File: src/rtl/spi_cmd_pkg.sv
// Shared types for the SPI command queue front-end.
// SPI_CMD_TIMEOUT_EN (see spi_cmd_queue) enables the RUN watchdog.
package spi_cmd_pkg;

   localparam int CMD_ADDR_W = 8;
   localparam int CMD_DATA_W = 8;

   typedef enum logic [1:0] {
      IDLE,
      RUN,
      RECOVER
   } spi_cmd_state_e;

   typedef struct packed {
      logic                  wr;
      logic [CMD_ADDR_W-1:0] addr;
      logic [CMD_DATA_W-1:0] data;
   } spi_cmd_t;

   function automatic spi_cmd_t pack_cmd(
      input logic                  wr,
      input logic [CMD_ADDR_W-1:0] addr,
      input logic [CMD_DATA_W-1:0] data
   );
      spi_cmd_t c;
      c.wr   = wr;
      c.addr = addr;
      c.data = data;
      return c;
   endfunction

endpackage

File: src/rtl/spi_cmd_fifo.sv
// Synchronous command FIFO; level is a registered count so full/empty
// are plain decodes with no same-cycle pop-to-push path.
module spi_cmd_fifo
   import spi_cmd_pkg::*;
#(
   parameter int DEPTH = 4,
   localparam int PTR_W = $clog2(DEPTH),
   localparam int LVL_W = $clog2(DEPTH + 1)
) (
   input  logic             clk,
   input  logic             rst,
   input  logic             push,
   input  spi_cmd_t         wdata,
   input  logic             pop,
   output spi_cmd_t         rdata,
   output logic             full,
   output logic             empty,
   output logic [LVL_W-1:0] level
);

   spi_cmd_t         mem [DEPTH];
   logic [PTR_W-1:0] wptr;
   logic [PTR_W-1:0] rptr;
   logic             do_push;
   logic             do_pop;

   assign do_push = push & ~full;
   assign do_pop  = pop & ~empty;
   assign full    = (level == LVL_W'(DEPTH));
   assign empty   = (level == '0);
   assign rdata   = mem[rptr];

   always_ff @(posedge clk) begin
      if (rst) begin
         wptr  <= '0;
         rptr  <= '0;
         level <= '0;
      end else begin
         if (do_push) wptr <= wptr + 1'b1;
         if (do_pop) rptr <= rptr + 1'b1;
         if (do_push && !do_pop) level <= level + 1'b1;
         else if (!do_push && do_pop) level <= level - 1'b1;
      end
   end

   always_ff @(posedge clk) begin
      if (do_push) mem[wptr] <= wdata;
   end

endmodule

File: src/rtl/spi_cmd_queue.sv
// Issues queued host commands one at a time to the SPI memory top level.
// Define SPI_CMD_TIMEOUT_EN to add a RUN watchdog of TIMEOUT_CYC cycles.
module spi_cmd_queue
   import spi_cmd_pkg::*;
#(
   parameter int DEPTH       = 4,
   parameter int ADDR_W      = CMD_ADDR_W,
   parameter int DATA_W      = CMD_DATA_W,
   parameter int TIMEOUT_CYC = 1023,
   localparam int LVL_W = $clog2(DEPTH + 1)
) (
   input  logic              clk,
   input  logic              rst,
   input  logic              cmd_valid,
   output logic              cmd_ready,
   input  logic              cmd_wr,
   input  logic [ADDR_W-1:0] cmd_addr,
   input  logic [DATA_W-1:0] cmd_data,
   output logic [LVL_W-1:0]  cmd_level,
   output logic              rsp_valid,
   input  logic              rsp_ready,
   output logic              rsp_wr,
   output logic [DATA_W-1:0] rsp_data,
   output logic              rsp_err,
   output logic              mem_rst,
   output logic              mem_wr,
   output logic [ADDR_W-1:0] mem_addr,
   output logic [DATA_W-1:0] mem_din,
   input  logic [DATA_W-1:0] mem_dout,
   input  logic              mem_done,
   input  logic              mem_err
);

   if (DEPTH < 2 || (DEPTH & (DEPTH - 1)) != 0 || TIMEOUT_CYC < 1) begin : g_bad_cfg
      $error("spi_cmd_queue: DEPTH must be a power of two >= 2, TIMEOUT_CYC >= 1");
   end

   spi_cmd_state_e    state;
   spi_cmd_state_e    state_nx;
   spi_cmd_t          push_cmd;
   spi_cmd_t          head;
   logic              full;
   logic              empty;
   logic              pop;

   logic              mem_rst_nx;
   logic              mem_wr_nx;
   logic [ADDR_W-1:0] mem_addr_nx;
   logic [DATA_W-1:0] mem_din_nx;
   logic              rsp_valid_nx;
   logic              rsp_wr_nx;
   logic [DATA_W-1:0] rsp_data_nx;
   logic              rsp_err_nx;

`ifdef SPI_CMD_TIMEOUT_EN
   localparam int TMO_W = $clog2(TIMEOUT_CYC + 1);
   logic [TMO_W-1:0] tmo_cnt;
   logic [TMO_W-1:0] tmo_cnt_nx;
   logic             tmo_hit;

   // Counter is 0 on the first RUN cycle, so expiry on TIMEOUT_CYC-1
   // puts the response out TIMEOUT_CYC cycles after RUN entry.
   assign tmo_hit = (tmo_cnt == TMO_W'(TIMEOUT_CYC - 1));
`endif

   assign push_cmd  = pack_cmd(cmd_wr, cmd_addr, cmd_data);
   assign cmd_ready = ~full;

   spi_cmd_fifo #(
      .DEPTH (DEPTH)
   ) u_fifo (
      .clk   (clk),
      .rst   (rst),
      .push  (cmd_valid),
      .wdata (push_cmd),
      .pop   (pop),
      .rdata (head),
      .full  (full),
      .empty (empty),
      .level (cmd_level)
   );

   always_comb begin
      state_nx     = state;
      pop          = 1'b0;
      mem_rst_nx   = mem_rst;
      mem_wr_nx    = mem_wr;
      mem_addr_nx  = mem_addr;
      mem_din_nx   = mem_din;
      rsp_valid_nx = rsp_valid & ~rsp_ready;
      rsp_wr_nx    = rsp_wr;
      rsp_data_nx  = rsp_data;
      rsp_err_nx   = rsp_err;
`ifdef SPI_CMD_TIMEOUT_EN
      tmo_cnt_nx   = tmo_cnt;
`endif
      case (state)
         IDLE: begin
            mem_rst_nx = 1'b1;
            // One response outstanding at most: wait for the slot to drain.
            if (!empty && !rsp_valid) begin
               pop         = 1'b1;
               mem_wr_nx   = head.wr;
               mem_addr_nx = head.addr;
               mem_din_nx  = head.data;
               mem_rst_nx  = 1'b0;
               state_nx    = RUN;
`ifdef SPI_CMD_TIMEOUT_EN
               tmo_cnt_nx  = '0;
`endif
            end
         end
         RUN: begin
            if (mem_done || mem_err) begin
               rsp_valid_nx = 1'b1;
               rsp_wr_nx    = mem_wr;
               rsp_data_nx  = mem_wr ? '0 : mem_dout;
               rsp_err_nx   = mem_err;
               mem_rst_nx   = 1'b1;
               state_nx     = RECOVER;
            end
`ifdef SPI_CMD_TIMEOUT_EN
            else if (tmo_hit) begin
               rsp_valid_nx = 1'b1;
               rsp_wr_nx    = mem_wr;
               rsp_data_nx  = '0;
               rsp_err_nx   = 1'b1;
               mem_rst_nx   = 1'b1;
               state_nx     = RECOVER;
            end else begin
               tmo_cnt_nx = tmo_cnt + 1'b1;
            end
`endif
         end
         RECOVER: begin
            mem_rst_nx = 1'b1;
            state_nx   = IDLE;
         end
         default: begin
            mem_rst_nx = 1'b1;
            state_nx   = IDLE;
         end
      endcase
   end

   always_ff @(posedge clk) begin
      if (rst) begin
         state     <= IDLE;
         mem_rst   <= 1'b1;
         mem_wr    <= 1'b0;
         mem_addr  <= '0;
         mem_din   <= '0;
         rsp_valid <= 1'b0;
         rsp_wr    <= 1'b0;
         rsp_data  <= '0;
         rsp_err   <= 1'b0;
      end else begin
         state     <= state_nx;
         mem_rst   <= mem_rst_nx;
         mem_wr    <= mem_wr_nx;
         mem_addr  <= mem_addr_nx;
         mem_din   <= mem_din_nx;
         rsp_valid <= rsp_valid_nx;
         rsp_wr    <= rsp_wr_nx;
         rsp_data  <= rsp_data_nx;
         rsp_err   <= rsp_err_nx;
      end
   end

`ifdef SPI_CMD_TIMEOUT_EN
   always_ff @(posedge clk) begin
      if (rst) tmo_cnt <= '0;
      else tmo_cnt <= tmo_cnt_nx;
   end
`endif

endmodule
File: config.mk
export PLATFORM = sky130hd
export DESIGN_NAME = spi_cmd_queue
export DESIGN_NICKNAME = d
export VERILOG_FILES = /design/src/rtl/spi_cmd_pkg.sv /design/src/rtl/spi_cmd_fifo.sv /design/src/rtl/spi_cmd_queue.sv
export SDC_FILE = /design/constraint.sdc
export NUM_CORES = 1
export LEC_CHECK = 0
export CAP_MARGIN = 40
export CORE_MARGIN = 1.5
export CORE_UTILIZATION = 57
export DETAILED_ROUTE_END_ITERATION = 10
export HOLD_SLACK_MARGIN = 0.02
export PLACE_DENSITY = 0.95
export SLEW_MARGIN = 20
export SYNTH_ARGS = -nofsm -noshare
export SYNTH_HDL_FRONTEND = slang
export SYNTH_SLANG_ARGS = --single-unit
File: constraint.sdc
create_clock -name clk -period 6.35 [get_ports clk]
set_input_delay 0.9525 -clock clk [delete_from_list [all_inputs] [get_ports clk]]
set_output_delay 0.9525 -clock clk [all_outputs]
set_load 0.1 [all_outputs]
# Word level (Yosys, flattened, before mapping)
# Memory sizes are Yosys's and may differ from the RTL's. A register that Yosys moved wholly into a read port is not among the register bits.
# Cells that the tools add are included.
# totals
ff_bits	21
ramBits	68
inputBits	31
out_inout_bits	33
elab_cells	53
mem_count	1
# classes
n_addsub	4
n_eq_ne	4
mux	15
bitwise_logic	6
n_reduce_logical	14
# memory_table
name	depth	width	rd	rd_ports_with_merged_regs	write_ports	line_no	text
u_fifo.mem	4	17	1	1	1	spi_cmd_fifo.sv:21	spi_cmd_t mem [DEPTH];
# ops
cell	count
2-to-1 mux 1 bit	8
2-to-1 mux 8 bit	1
2-to-1 mux 3 bit	2
AND reduction 2 bit	3
adder 2 x 1 -> 2 bit, second input constant	2
logical NOT 1 bit	4
2-to-1 mux 2 bit	2
!= test 2 bit, second input constant	2
one-hot mux 2 bit (2 select lines)	1
adder 3 x 1 -> 3 bit, second input constant	1
AND 1 bit	3
equality test 3 bit, second input constant	1
logical AND 1 bit	3
logical NOT 3 bit	1
inverter 1 bit	3
subtractor 3 x 1 -> 3 bit, second input constant	1
equality test 2 x 1 -> 1 bit, second input constant	1
logical NOT 2 bit	1
one-hot mux 1 bit (2 select lines)	1
nonzero test 2 bit	1
logical OR 1 bit	1

# Logic depth before layout (Yosys ltp)
# Gate-level depths: netlist of run 1.
# depth
ltp_word	9
mapped_depth	9
depth_no_buf	8

# Modules after synthesis
# A second synthesis of run 1 with hierarchy kept.
# unflattened
hier_cells	275
area_unflattened_um2	4194.0
# by_module_without_submodules
mod	instances	cells_each	area_per_inst_um2	seq_area_each_um2
spi_cmd_fifo	1	137	2936.6	2222.1
spi_cmd_queue	1	138	1257.5	620.6

# Least setup slack after synthesis of run 1
# No wires, ideal clock.
# synth_path
path_type	reg2reg
from	reg u_fifo.level[0]
to	mem u_fifo.mem[0][0] in the netlist's numbering (enable)
setup_time_ps	375
arrival_ps	2591
t_required_ps	5975
slack_ps	3384
stages_incl_launch_ff	4
path_cell_list	dfxtp_1 nor3b_1 inv_1 and3_1
# synth_via
elab_chain_len	5
# synth_lines
element	line_no	text
start, declared	spi_cmd_fifo.sv:18	output logic [LVL_W-1:0] level
start signal, assigned	spi_cmd_fifo.sv:41	if (do_push && !do_pop) level <= level + 1'b1;
start signal, assigned	spi_cmd_fifo.sv:42	else if (!do_push && do_pop) level <= level - 1'b1;
equality test 3 bit	spi_cmd_fifo.sv:29	assign full = (level == LVL_W'(DEPTH));
inverter 1 bit	n/a	
via cmd_ready	spi_cmd_queue.sv:15	output logic cmd_ready,
AND 1 bit	spi_cmd_fifo.sv:27	assign do_push = push & ~full;
2-to-1 mux 1 bit	spi_cmd_fifo.sv:47	if (do_push) mem[wptr] <= wdata;
2-to-1 mux 1 bit (implied by the code)	spi_cmd_fifo.sv:47	
end, declared	spi_cmd_fifo.sv:21	
# The timed path passes the listed nets, and every way through them passes these cells.

# Worst setup path in the final report of run 1
# layout_path
from	reg u_fifo.level[2]
to	out cmd_ready
# layout_via
elab_chain_len	2
# layout_lines
element	line_no	text
equality test 3 bit	spi_cmd_fifo.sv:29	
inverter 1 bit	spi_cmd_queue.sv:67	assign cmd_ready = ~full;
end, declared	spi_cmd_queue.sv:15	
# Every way passes these cells.

==> summary.txt, run 1 <==
Final layout
  – Layout area overhead: 35.7%
  – Share of cells above drive strength 1: just over 20%
  – Final non-filler cell total: 477
  – Fill count: 370
  – Final nets: about 410
  – Final core utilization: a little over 80%
  – Antenna cells: 0
  – Most frequent cells in the layout: edfxtp_1 (68), clkdlybuf4s50_1 (63), dfxtp_1 (38)
  – Finished Cell Area: 0.00551 mm2
  – Commonest non-fill, non-tap cell in the layout: edfxtp_1

Worst setup path
  – Largest delay share family, worst path: buffers and inverters
  – Buf+Inv Stages, Crit Path: 3
  – WP data required: between 5 and 6 ns
  – Slowest stage delay, CP: between 0.5 and 0.6 ns
  – Worst endpoint data arrival time: 2.29 ns
  – Critical Path End Type: primary output
  – Startpoint Class: flip-flop
  – Slowest CP cell: clkdlybuf4s50_1
  – Crit path max fanout: 7
  – Critical path, cell by cell: nor3b_1, inv_1, clkdlybuf4s50_1, buf_8
  – Critical setup path kind: reg2out

Synthesis
  – Mapped Avg Cell Area: 14.7 um2
  – Synthesized area: 0.00406 mm2
  – Post-synthesis sequential area ratio: 69.0%
  – Register bit count reported by yosys: between 100 and 150
  – Cells after Synth: between 200 and 300
  – Synthesis warning total: 0
  – Post-synth cell types: 30
  – Syn nets: 314

Clock tree
  – CTS root buf: clkbuf_8
  – Max Buffers Root-to-Sink: 2
  – CTS tree: yes
  – CTS sink cnt: around 110
  – Cts bufs inserted: 9
  – Hold Buf Count CTS: 0
  – Clk slew on worst S/H paths: around 0.10 ns
  – Clock latency on the worst-skew pair: 0.36 ns
  – Post-CTS Resized: 0
  – Total setup buffers inserted after CTS: 0
  – H-tree depth: 3

STA
  – Final period util: 51.0%
  – Max Freq: approximately 310 MHz
  – Slew margin rel.: 50.7%
  – Final Setup Violations: 0
  – Slew @ Worst Pin: about 0.74 ns
  – Max-slew violations: 0
  – Clock skew: 0.00891 ns
  – RSZ-0062 raised after global routing: false
  – Fin crit period: around 3.2 ns
  – Total negative setup slack: 0 ns
  – Final Hold Fails: 0

Placement
  – Input/output buffers: 63
  – HPWL Detailed: about 6000 um
  – Placed insts: ~460
  – Routability-driven placement congestion ratio: 0.768
  – Placed cell areas: ~0.0053 mm2

Global route
  – Via count of the first global-routing pass: approximately 2,900
  – Antenna violations before repair: 0
  – First-pass GRT wire length: around 14,000 um
  – GRT overflow: 0
  – GRT Total Usage: 25.2%
  – Largest net degree at the start of global routing: 40

Flow run
  – Max cap viols: 0

Drt
  – Top routing layer in use: met4
  – WL final: about 9600 um
  – WL met2: 5030 um
  – DR vias/cell: between 6 and 7
  – DRC errors left: 0
  – DR WL/cell: just over 20 um
  – DRT met1 WL: 3570 um
  – Antenna Nets Post-Route: 0
  – Initial drt markers: about 260
  – Met3 routed WL: around 750 um
  – Initial DRT Pass Iterations: 5
  – Routed vias: about 2,900

Die
  – Die Span Y: roughly 87 um
  – Rows: 30
  – I/O pins: 64
  – Core box area: around 0.007 mm2
  – Initial cell density of the core: around three fifths
  – Die area: 0.00764 mm2
  – Die Wd: around 87 um

Worst hold path
  – Worst hold path class: reg2reg

Pwr
  – Overall power: around 2.7 mW
  – Switching pwr: around 1.2 mW
  – Switching share of power: about 44%
  – Peak supply drop: between 0.2 and 0.25 mV
  – Int Pwr: around 1.5 mW
  – Leak Pwr: ~1.9 nW
  – Reg power frac: 34.3%
  – Pwr dens: slightly below 500 mW/mm2
  – Clock share of power: between 10% and 20%
  – Logic pwr share: between 50% and 60%

Outcome
  – Status: complete, no violations
routing by layer:
| metal | global-route usage (%) | vias to the layer above |
|---|---|---|
| li1 | - | 1254 |
| met1 | 28.8 | 1437 |
| met2 | 45.6 | 169 |
| met3 | 4.74 | 25 |
| met4 | 12.0 | 0 |
| met5 | 0 | - |
final timing paths:
check | start | to | slack [ns] | depth (start not counted)
setup / recovery | u_fifo.level[2]$_SDFFE_PP0P_ | cmd_ready | 3.11 | 4
hold / removal | mem_addr[7]$_SDFFE_PP0P_ | mem_addr[7]$_SDFFE_PP0P_ | 0.48 | 2
setup reg to reg | u_fifo.level[0]$_SDFFE_PP0P_ | u_fifo.level[2]$_SDFFE_PP0P_ | 3.62 | 8
hold reg to reg | mem_addr[7]$_SDFFE_PP0P_ | mem_addr[7]$_SDFFE_PP0P_ | 0.48 | 2
power by group through the flow:
stage	Combinational [mW]	Clock [mW]	Sequential, mW
6_report	1.38	0.384	0.919
4_1_cts	1.34	0.392	0.923
2_1_floorplan	0.407	0	1.38
3_3_place_gp	1.09	0	0.926
3_5_place_dp	1.34	0	0.939
5_1_grt	1.43	0.415	0.929
per-stage QoR:
stage               hold WS [ns]  worst slack [ns]
floorplan                  0.484              3.38
global placement           0.458              3.41
detailed placement         0.467              3.28
CTS                        0.481              3.20
global route               0.513              2.99
finish                     0.480              3.11
registers in the layout, indices dropped and copies added (netlist names):
register      count
mem_din           8
rsp_data          8
rsp_err           1
u_fifo.rptr       2
u_fifo.mem       68
u_fifo.wptr       2
rsp_wr            1
state             2
mem_wr            1
rsp_valid         1
mem_rst           1
u_fifo.level      3
mem_addr          8
cell type report:
type | count | area [um2] | area share (%)
flip-flops and latches | 106 | 2800 | 50.9
clock inverters | 7 | 57.6 | 1.04
multi-input cells | 148 | 1160 | 21.1
clock buffers | 9 | 124 | 2.25
well taps | 96 | 120 | 2.18
inverters | 6 | 22.5 | 0.409
repair buffers | 105 | 1220 | 22.2
cell families after synthesis:
kind of cell,synth area share (%)
buffers and inverters,2.40
adder cells (fa/ha/maj),2.03
AND/OR/NAND/NOR,8.10
flip-flops,69.0
AO/OA/AOI/OAI,8.07
XOR/XNOR,0.431
multiplexers,9.95
cell usage after synthesis:
cell | n | share of area, %
dfxtp_1 | 38 | 19
inv_1 | 6 | 0.55
clkbuf_1 | 9 | 0.83
buf_2 | 5 | 0.62
nor2_1 | 6 | 0.55
nand3_1 | 21 | 2.6
or3_1 | 5 | 0.77
mux2i_1 | 1 | 0.25
mux4_2 | 17 | 9.4
nor3_2 | 2 | 0.49
xor2_1 | 2 | 0.43
a21oi_1 | 33 | 4.1
buf_1 | 1 | 0.092
nand2b_1 | 2 | 0.31
edfxtp_1 | 68 | 50
nand2_1 | 4 | 0.37
fa_1 | 1 | 0.49
buf_4 | 1 | 0.18
o21ai_1 | 1 | 0.12
nor3b_1 | 1 | 0.18
o21ai_0 | 30 | 3.7
a21o_1 | 1 | 0.18
clkbuf_2 | 1 | 0.12
and2b_1 | 1 | 0.18
nor2b_1 | 1 | 0.15
ha_1 | 5 | 1.5
or2_2 | 1 | 0.15
and3_1 | 4 | 0.62
mux2_2 | 1 | 0.28
nand4b_1 | 8 | 1.7
tightest hold or removal path, delay by kind of cell (launching register included):
kind	cells	cell delay, ns
DFF	1	0.32
AOI/OAI and AO/OA	2	0.12
Power figures use the tool's default switching activity.
==> inputs of run 2 (changes only) <==
--- a/config.mk
+++ b/config.mk
@@ -7,10 +7,10 @@
 export LEC_CHECK = 0
 export CAP_MARGIN = 40
 export CORE_MARGIN = 1.5
-export CORE_UTILIZATION = 57
+export CORE_UTILIZATION = 53
 export DETAILED_ROUTE_END_ITERATION = 10
 export HOLD_SLACK_MARGIN = 0.02
-export PLACE_DENSITY = 0.95
+export PLACE_DENSITY = 0.9
 export SLEW_MARGIN = 20
 export SYNTH_ARGS = -nofsm -noshare
 export SYNTH_HDL_FRONTEND = slang
==> constraint.sdc (replaced) <==
create_clock -name clk -period 3 [get_ports clk]
set_input_delay 0.45 -clock clk [delete_from_list [all_inputs] [get_ports clk]]
set_output_delay 0.45 -clock clk [all_outputs]
set_load 0.1 [all_outputs]
==> run 2 against run 1 <==
Effect of this change:
- combinational power increased by 71%
- critical path depth is 4 higher
- final area is 10% lower
- flip-flop and latch count did not move
==> summary.txt, run 2 (synthesis results as in run 1) <==
Outcome
  – Status: complete, no violations (unchanged)

Drt
  – WL final: 8040 um (was 9600 um)
  – Routed vias: 2,601 (was 2,885)
  – Initial drt markers: 243 (was 264)
  – DR WL/cell: 17.9 um (was 20.1 um)
  – DR vias/cell: 5.79 (was 6.05)
  – Antenna Nets Post-Route: 0 (unchanged)
  – DRC errors left: 0 (unchanged)
  – Initial DRT Pass Iterations: 4 (was 5)

Global route
  – GRT overflow: 0 (unchanged)
  – Largest net degree at the start of global routing: 20 (was 40)
  – Antenna violations before repair: 0 (unchanged)
  – Via count of the first global-routing pass: 2,554 (was 2,856)
  – First-pass GRT wire length: 12,400 um (was 14,000 um)
  – GRT Total Usage: 20.0% (was 25.2%)

STA
  – Final period util: 75.7%
  – Fin crit period: approximately 2.3 ns
  – RSZ-0062 raised after global routing: false (unchanged)
  – Hold_ws: 0.479 ns (was 0.480 ns)
  – Max Freq: 440 MHz
  – Final Hold Fails: 0 (unchanged)
  – Worst setup margin: 0.729 ns (was 3.11 ns)
  – Max-slew violations: 0 (unchanged)
  – Slew margin rel.: 60.2% (was 50.7%)
  – Final Setup Violations: 0 (unchanged)
  – Clock skew: 0.00623 ns (was 0.00891 ns)
  – Slew @ Worst Pin: 0.594 ns (was 0.739 ns)
  – Total negative setup slack: 0 ns (unchanged)

Clock tree
  – Clk slew on worst S/H paths: 0.09 ns (was 0.10 ns)
  – CTS sink cnt: 106 (unchanged)
  – Clock latency on the worst-skew pair: 0.36 ns (about the same)
  – Hold Buf Count CTS: 0 (unchanged)
  – Max Buffers Root-to-Sink: 2 (unchanged)
  – Post-CTS Resized: 0 (unchanged)
  – Cts bufs inserted: 9 (unchanged)
  – CTS tree: yes (unchanged)
  – CTS root buf: clkbuf_8 (unchanged)
  – Total setup buffers inserted after CTS: 0 (unchanged)
  – H-tree depth: 3 (unchanged)

Pwr
  – Int Pwr: 2.83 mW (was 1.50 mW)
  – Peak supply drop: 0.380 mV (was 0.239 mV)
  – Pwr dens: 1040 mW/mm2 (was 486 mW/mm2)
  – Switching pwr: 2.31 mW (was 1.18 mW)
  – Logic pwr share: 46.0% (was 51.4%)
  – Clock share of power: 16.2% (was 14.3%)
  – Reg power frac: 37.8% (was 34.3%)
  – Leak Pwr: 1.72 nW (was 1.91 nW)
  – Switching share of power: 45.0% (was 43.9%)

Placement
  – HPWL Detailed: 5110 um (was 6040 um)
  – Routability-driven placement congestion ratio: 0.764 (was 0.768)
  – Setup WS pre-CTS: 0.472 ns (was 3.28 ns)
  – Input/output buffers: 63 (unchanged)

Final layout
  – Largest register FFs: 68 (unchanged)
  – Layout area overhead: 21.6% (was 35.7%)
  – Top reg by flops: u_fifo.mem (unchanged)
  – Share of cells above drive strength 1: 22.6% (was 20.7%)
  – Antenna cells: 0 (unchanged)
  – Commonest non-fill, non-tap cell in the layout: edfxtp_1 (unchanged)
  – Final nets: 382 (was 413)
  – Most frequent cells in the layout: edfxtp_1 (68), buf_4 (43), dfxtp_1 (38) (was edfxtp_1 (68), clkdlybuf4s50_1 (63), dfxtp_1 (38))

Worst setup path
  – Crit path max fanout: 6 (was 7)
  – Startpoint Class: flip-flop (unchanged)
  – WP data required: 3.30 ns (was 5.40 ns)
  – Worst endpoint data arrival time: 2.57 ns (was 2.29 ns)
  – Critical setup path kind: reg2reg (was reg2out)
  – Critical Path End Type: flip-flop (was primary output)

Die
  – Core box area: 0.00733 mm2 (was 0.00683 mm2)
  – Initial cell density of the core: 55.4% (was 59.5%)
  – Die Wd: 90.5 um (was 87.4 um)
  – Die area: 0.00820 mm2 (was 0.00764 mm2)
  – Rows: 31 (was 30)
  – I/O pins: 64 (unchanged)
  – Die Span Y: 90.5 um (was 87.4 um)

Flow run
  – Max cap viols: 0 (unchanged)

Worst hold path
  – Worst hold path class: reg2reg (unchanged)
[run 2: cell types whose count changed in the layout (fill, tap and decap cells not counted)]
cell,delta
clkinvlp_4,+3
clkbuf_8,+1
clkdlybuf4s50_1,-33
inv_6,-6
buf_8,-36
clkbuf_1,+2
clkinv_2,-1
buf_6,-1
clkbuf_16,+1
buf_4,+39
[run 2: worst max-delay path: stages (launching register included)]
cell and delay, ns:
dfxtp_1 0.39, or3_1 0.40, nand2_1 0.13, ha_1 0.22
inv_1 0.07, fa_1 0.39, xor2_1 0.18, or3_1 0.31
a21oi_1 0.13
[run 2: metal layers]
metal	global-route usage [%]	vias up	part of all wire [%]
met3	2.86	11	6.8
met5	0	-	0
met1	24.6	1291	42
met2	34.1	106	50
met4	10.7	0	1.5
li1	-	1193	-
[run 2: final timing paths]
check | cells after the start | startpoint | endpoint | slack (ns)
max reg2reg | 8 | u_fifo.level[0]$_SDFFE_PP0P_ | u_fifo.level[2]$_SDFFE_PP0P_ | 0.73
max | 8 | u_fifo.level[0]$_SDFFE_PP0P_ | u_fifo.level[2]$_SDFFE_PP0P_ | 0.73
min | 2 | rsp_data[0]$_SDFFE_PP0P_ | rsp_data[0]$_SDFFE_PP0P_ | 0.48
min reg2reg | 2 | rsp_data[0]$_SDFFE_PP0P_ | rsp_data[0]$_SDFFE_PP0P_ | 0.48
[run 2: power by group through the flow]
stage	clock (mW)	sequential [mW]	combinational (mW)
after global placement	0	1.97	2.28
after detailed placement	0	1.99	2.33
after global routing	0.906	1.97	2.47
after CTS	0.838	1.95	2.34
after floorplan	0	2.91	0.862
final	0.835	1.94	2.36
[run 2: metrics by stage]
step	std cells	power, mW	instance area [um2]	util [%]
6_report	449	5.14	4940	67.3
5_1_grt	449	5.34	4940	67.3
4_1_cts	448	5.13	4930	67.2
3_5_place_dp	432	4.32	4730	64.6
3_3_place_gp	431	4.25	4730	64.5
2_1_floorplan	277	3.78	4060	-
[run 2: final cells by class]
type / count / area, um2
inverters: 6 / 22.5
well taps: 99 / 124
repair buffers: 74 / 634
flip-flops and latches: 106 / 2800
fillers: 500 / 2390
multi-input cells: 148 / 1160
clock buffers: 13 / 170
clock inverters: 3 / 22.5
